<file path="config.mk">
export PLATFORM = sky130hd
export DESIGN_NAME = array_multiplier_u16
export DESIGN_NICKNAME = d
export VERILOG_FILES = /design/src/rtl/array_multiplier_u16.sv
export SDC_FILE = /design/constraint.sdc
export NUM_CORES = 1
export LEC_CHECK = 0
export ABC_AREA = 1
export ABC_CLOCK_PERIOD_IN_PS = 800
export BUFFER_PORTS_ARGS = -buffer_cell sky130_fd_sc_hd__buf_2
export CORE_MARGIN = 3
export CORE_UTILIZATION = 63
export DETAILED_ROUTE_END_ITERATION = 10
export PLACE_DENSITY_LB_ADDON = 0.15
export SYNTH_ARGS = -nofsm -noshare
export SYNTH_HDL_FRONTEND = slang
export SYNTH_SLANG_ARGS = --single-unit
</file>
<file path="constraint.sdc">
create_clock -name clk -period 0.8 [get_ports clk]
set_input_delay 0.08 -clock clk [delete_from_list [all_inputs] [get_ports clk]]
set_output_delay 0.08 -clock clk [all_outputs]
set_load 0.01 [all_outputs]
</file>
<file path="src/rtl/array_multiplier_u16.sv">
// -----------------------------------------------------------------------------
// array_multiplier_u16
//   Unsigned WIDTH x WIDTH array multiplier with a registered 2*WIDTH product.
//   An AND-gate matrix forms the partial products. A carry-save array of
//   half/full-adder cells reduces them row by row. A final ripple-carry row
//   then resolves the outstanding carries into the upper product bits.
//
// Ports
//   clk      in   1          system clock, rising edge
//   rst_n    in   1          asynchronous active-low reset, clears Product
//   A        in   WIDTH      multiplicand, unsigned
//   B        in   WIDTH      multiplier, unsigned
//   Product  out  2*WIDTH    A*B, registered, one cycle latency
// -----------------------------------------------------------------------------

// Half adder: sum and carry of two bits.
module ha_cell (
    input  logic a,
    input  logic b,
    output logic sum,
    output logic cout
);
    assign sum  = a ^ b;
    assign cout = a & b;
endmodule

// Full adder: sum and carry of three bits.
module fa_cell (
    input  logic a,
    input  logic b,
    input  logic cin,
    output logic sum,
    output logic cout
);
    assign sum  = a ^ b ^ cin;
    assign cout = (a & b) | (cin & (a ^ b));
endmodule

module array_multiplier_u16 #(
    parameter int WIDTH = 16
) (
    input  logic                 clk,
    input  logic                 rst_n,
    input  logic [WIDTH-1:0]     A,
    input  logic [WIDTH-1:0]     B,
    output logic [2*WIDTH-1:0]   Product
);

    // pp[i][j] = A[j] & B[i]; weight i+j.
    logic [WIDTH-1:0][WIDTH-1:0] pp;

    // Carry-save state after row i.
    //   row_sum[i][j]   has weight i+j
    //   row_carry[i][j] has weight i+j+1
    // Row 0 has no carries, so row_carry starts at row 1.
    logic [WIDTH-1:0][WIDTH-1:0] row_sum;
    logic [WIDTH-1:1][WIDTH-1:0] row_carry;

    // Carry chain of the final ripple row.
    logic [WIDTH-2:0]            rc;

    logic [2*WIDTH-1:0]          product_d;

    // Partial-product matrix.
    for (genvar i = 0; i < WIDTH; i++) begin : g_pp
        assign pp[i] = A & {WIDTH{B[i]}};
    end

    // Row 0 passes pp[0] straight through.
    assign row_sum[0] = pp[0];

    // Rows 1..WIDTH-1. Each cell combines three terms of weight i+j:
    //   pp[i][j]
    //   row_sum[i-1][j+1]
    //   row_carry[i-1][j]
    // Where one of these terms is known to be zero, a half adder is used instead.
    for (genvar i = 1; i < WIDTH; i++) begin : g_row
        for (genvar j = 0; j < WIDTH; j++) begin : g_col
            if (i == 1) begin : g_first
                if (j < WIDTH - 1) begin : g_ha
                    ha_cell u_ha (
                        .a    (pp[i][j]),
                        .b    (row_sum[i-1][j+1]),
                        .sum  (row_sum[i][j]),
                        .cout (row_carry[i][j])
                    );
                end else begin : g_pass
                    // Top column of row 1: pp is the only non-zero term.
                    assign row_sum[i][j]   = pp[i][j];
                    assign row_carry[i][j] = 1'b0;
                end
            end else begin : g_next
                if (j < WIDTH - 1) begin : g_fa
                    fa_cell u_fa (
                        .a    (pp[i][j]),
                        .b    (row_sum[i-1][j+1]),
                        .cin  (row_carry[i-1][j]),
                        .sum  (row_sum[i][j]),
                        .cout (row_carry[i][j])
                    );
                end else begin : g_ha
                    ha_cell u_ha (
                        .a    (pp[i][j]),
                        .b    (row_carry[i-1][j]),
                        .sum  (row_sum[i][j]),
                        .cout (row_carry[i][j])
                    );
                end
            end
        end
        // Column 0 of each row is final: it becomes product bit i.
        assign product_d[i] = row_sum[i][0];
    end

    assign product_d[0] = row_sum[0][0];

    // Final ripple row, producing bits WIDTH+k. It adds:
    //   row_sum[WIDTH-1][k+1]
    //   row_carry[WIDTH-1][k]
    //   the ripple carry coming in from bit k-1
    for (genvar k = 0; k < WIDTH; k++) begin : g_rca
        if (k == 0) begin : g_lsb
            ha_cell u_ha (
                .a    (row_sum[WIDTH-1][k+1]),
                .b    (row_carry[WIDTH-1][k]),
                .sum  (product_d[WIDTH+k]),
                .cout (rc[k])
            );
        end else if (k < WIDTH - 1) begin : g_mid
            fa_cell u_fa (
                .a    (row_sum[WIDTH-1][k+1]),
                .b    (row_carry[WIDTH-1][k]),
                .cin  (rc[k-1]),
                .sum  (product_d[WIDTH+k]),
                .cout (rc[k])
            );
        end else begin : g_msb
            // The full product always fits in 2*WIDTH bits, so the top
            // position needs only a sum; its carry-out is always zero.
            assign product_d[WIDTH+k] = row_carry[WIDTH-1][k] ^ rc[k-1];
        end
    end

    // NOTE: sequential state uses non-blocking assignments so every flop
    // samples its D input from before the clock edge.
    always_ff @(posedge clk or negedge rst_n) begin
        if (!rst_n) begin
            Product <= '0;
        end else begin
            Product <= product_d;
        end
    end

endmodule

</file>
# == After elaboration in Yosys (flattened, before gate mapping) ==
# Cells that the tools add are included.
# totals
register_bits,32
out_inout_bits,32
in_bits,34
# classes
bitwise_logic,1168
# ops
operator,count
$and 1x1->1,464
$xor 1x1->1,464
$and 16x16->16,16
$or 1x1->1,224

# == Depth between registers and ports, before layout ==
# depth
word_depth,60
mapped_depth,42

# == Cells and area by module ==
# Synthesis repeated with hierarchy kept, for this count alone.
# unflattened
cells_unflattened,868
hier_area_um2,8252.9
# by_module_without_submodules
mod,seq_area_each_um2,area_per_inst_um2,n_inst,cells_each
fa_cell,0.0,20.0,224,1
array_multiplier_u16,800.8,3393.3,1,614
ha_cell,0.0,12.5,30,1

# == Worst setup path before layout ==
# OpenSTA, ideal clock, no wires.
# synth_path
path_kind,in2reg
startpoint,input port B[0]
endpoint,register Product[30]
path_stages,40
slack_ns,-11.949
setup_time_ns,0.135
t_arrival_ns,12.614
required_time_ns,0.665
path_cell_list,buf_6 > buf_8 > nand2_1 > inv_1 > ha_1 > fa_1 > fa_1 > inv_1 > fa_1 > fa_1 > fa_1 > fa_1 > fa_1 > fa_1 > fa_1 > fa_1 > fa_1 > fa_1 > [4 not listed] > inv_1 > fa_1 > fa_1 > inv_1 > fa_1 > fa_1 > fa_1 > fa_1 > fa_1 > fa_1 > inv_1 > fa_1 > inv_1 > fa_1 > fa_1 > fa_1 > fa_1 > fa_1
# synth_via
elab_chain_cells,59
elab_cells_between_ends,1093
# synth_lines
item,line_no,source
"start, declared",45,"input logic [WIDTH-1:0] B,"
$and 16x16->16 (*),66,assign pp[i] = A & {WIDTH{B[i]}};
$xor 1x1->1,23,assign sum = a ^ b;
"$xor 1x1->1, on equally long branches","36, 35",
$and 1x1->1 / $xor 1x1->1 (equally long branches),"36, 35",
"$or 1x1->1, or another cell as far along",36,assign cout = (a & b) | (cin & (a ^ b));
$and 1x1->1 / $xor 1x1->1 (equally long branches),"36, 35",
"$or 1x1->1, or another cell as far along",36,
$and 1x1->1 / $xor 1x1->1 (equally long branches),"36, 35",
[44 not listed],-,
$and 1x1->1,36,
$or 1x1->1,36,
$and 1x1->1,36,
$or 1x1->1,36,
$and 1x1->1,36,
$or 1x1->1,36,
$xor 1x1->1 (*),35,assign sum = a ^ b ^ cin;
named net g_rca[14].g_mid.u_fa.sum,32,"output logic sum,"
"end signal, assigned",150,Product <= product_d;
"end, declared",46,output logic [2*WIDTH-1:0] Product
# Mark *: on every way through the listed nets, which the timed path passes. The rest lies on a longest branch.

# == Final worst setup path ==
# Same ends and word-level chain as after synthesis.

==> flow_metrics.py <==
metrics = {
    "synth": {
        "synth_fa_ha_area_share_pct": 56.3,
        "synth-compound-area-share_pct": 0,
        "yosys_warnings": 0,
        "synth_top_family_by_area": "adder cells",
        "synth.yosys.seq_area_share_pct": 9.62,
        "synth.avg_cell_area_um2": 9.41,
        "mappedNetlistArea_um2": 8320,
        "post_synth_inst_count": 884,
        "area_share_of_and_or_nand_nor_cells_after_synthesis_pct": 11.6,
        "yosys.cell_types.count": 10,
        "synth.mux.area_fraction_pct": 0,
        "post_synth_xor_area_fraction_pct": 0,
        "synth.net_count": 1158,
        "flip_flop_and_latch_count_after_synthesis": 32,
    },
    "worst_setup_path": {
        "start_kind": "input pin",
        "timing.critical_path.mode_cell": "fa_2",
        "crit_path_end_kind": "flop",
        "worstPathRequired_ns": 1.02,
        "timing.critical_path.arrival_ns": 12.27,
        "max_stage_delay_ns": 0.55,
        "worst-path-max-fanout": 6,
        "crit_type": "input pin to flop",
        "slowest_library_cell_on_the_worst_path": "fa_2",
    },
    "worst_hold_path": {
        "worstHoldPathCells": 4,
        "min-delay-start": "A[0]",
        "class_of_the_most_critical_hold_timing_path": "input pin to flop",
        "holdPathEnd": "Product[1]",
    },
    "routing": {
        "route.antenna.remaining_nets": 0,
        "drt_wl_total_um": 14200,
        "drc": 0,
        "routed_via_density": 4.73,
        "routed-via-count": 5306,
        "routed_wire_length_per_instance_um": 12.6,
        "firstDrtPassIters": 4,
        "initialDrtViolationCount": 173,
    },
    "final_layout": {
        "post_route_cells_drive_above_1_share_pct": 30.8,
        "core_util_final_pct": 71.9,
        "layout.filler_cells": 930,
        "largest-register": "Product",
        "largest_register_ff_count": 32,
        "layout_common_cells": "253 x inv_1, 239 x nand2_1, 130 x fa_1",
        "largest_registers": "Product (32)",
        "layout.cells.most_common": "inv_1",
        "n_antenna_cell": 0,
        "final_nets": 1222,
        "flow.area_growth_from_synthesis_pct": 10.4,
    },
    "placement": {
        "place.detailed.hpwl_um": 12300,
        "io_buffer_count": 65,
        "gp_routability_congestion": 0.815,
    },
    "sta": {
        "final.period_utilization_pct": 1510,
        "final.hold.worst_slack_ns": 0.165,
        "max_clock_freq_ghz": 0.0829,
        "worst_pin_slew_ns": 0.221,
        "layout_setup_ws_ns": -11.26,
        "setup_viol_count_final": 63,
        "slew_violations": 0,
        "final_period_minus_worst_setup_slack_ns": 12.06,
        "max-slew-margin-rel_pct": 85.3,
        "rsz0062_at_grt": "true",
        "hold_viol_final": 0,
    },
    "global_routing": {
        "groute.usage.overall_pct": 22.3,
        "grt.overflow.total": 0,
        "grt_pass1_wl_um": 26300,
        "pin_count_of_the_biggest_net_entering_global_routing": 33,
        "grt_antenna_before_repair": 0,
        "first_global_vias": 6191,
    },
    "outcome": {
        "run_status": "finished, violations left",
        "violations_in_the_final_reports": "negative setup slack",
    },
    "cts": {
        "number_of_cts_inserted_buffers": 5,
        "tritoncts_num_sinks": 32,
        "cts_buffer_depth": 2,
        "cts.reportedPaths.clkPinSlew_ns": 0.05,
        "cts-root-buf": "clkbuf_16",
        "cts_tree": "yes",
        "htree_num_levels": 2,
    },
    "run": {
        "count_of_maximum_capacitance_violations": 0,
    },
    "floorplanning": {
        "initial_core_util_pct": 65.1,
        "num_io_pins": 66,
        "fp.coreArea_um2": 12800,
        "fp-row-count": 41,
        "die-width_um": 121,
        "die_area_um2": 14600,
        "die_height_um": 121,
    },
}
## cell families after synthesis
logic type	count (synthesis)
buffers and inverters	356
DFF	32
adders and majority gates	240
and+or+nand+nor	256
## worst max-delay path by stage
stage                     from          end  slack (ns)  depth (start not counted)
after floorplan           B[0]  Product[30]      -11.31                         40
after global placement    B[0]  Product[30]      -11.46                         39
after detailed placement  B[0]  Product[30]      -11.57                         39
after CTS                 B[0]  Product[30]      -11.22                         39
after global routing      B[0]  Product[30]      -11.56                         39
final                     B[0]  Product[30]      -11.26                         39
## cells in the mapped netlist (all sizes together)
cell type  instances  area share [%]
fa               224              54
dfrtp             32             9.6
ha                16             2.4
buf               64             9.3
nand2            256              12
inv              292              13
## worst max-delay path, delay by kind of cell
kind	cells	cell delay, ns
adder cells (fa/ha/maj)	30	11.73
buffers and inverters	8	0.41
AND/OR/NAND/NOR	1	0.06
## repair_timing
item,CTS,global route
setup endpoints to repair,62,63
hold endpoints to repair,32,0
pin swaps,25,20
resized for setup,84,16
buffers inserted,3,2
hold buffers,1,0
## layout make-up
type | count | area, µm² | area share [%]
tap | 172 | 215 | 2.34
sequential | 32 | 801 | 8.71
timing repair buffer | 121 | 830 | 9.03
multi-input combinational | 496 | 6100 | 66.4
clock buffer | 6 | 139 | 1.51
inverter | 292 | 1100 | 11.9
clock inverter | 2 | 10.0 | 0.109
## metal layers
| metal | up-vias | track usage, % | share of wire [%] |
|---|---|---|---|
| li1 | 2443 | - | - |
| met1 | 2743 | 24.4 | 37 |
| met2 | 91 | 44.7 | 58 |
| met3 | 29 | 2.33 | 2.5 |
| met4 | 0 | 6.59 | 2.8 |
| met5 | - | 0 | 0 |
## metrics by stage
stage	setup slack [ns]	cell area (µm²)	setup TNS, ns	instances
global placement	-11.46	8690	-204.13	1108
global route	-11.56	9190	-203.89	1121
CTS	-11.22	9140	-195.96	1120
floorplan	-11.31	8550	-199.17	884
detailed placement	-11.57	8690	-205.78	1108
finish	-11.26	9190	-197.68	1121
Power is left out: the tool's default activity adds up to more than one toggle a clock period on the data nets, which glitch-free logic cannot reach.
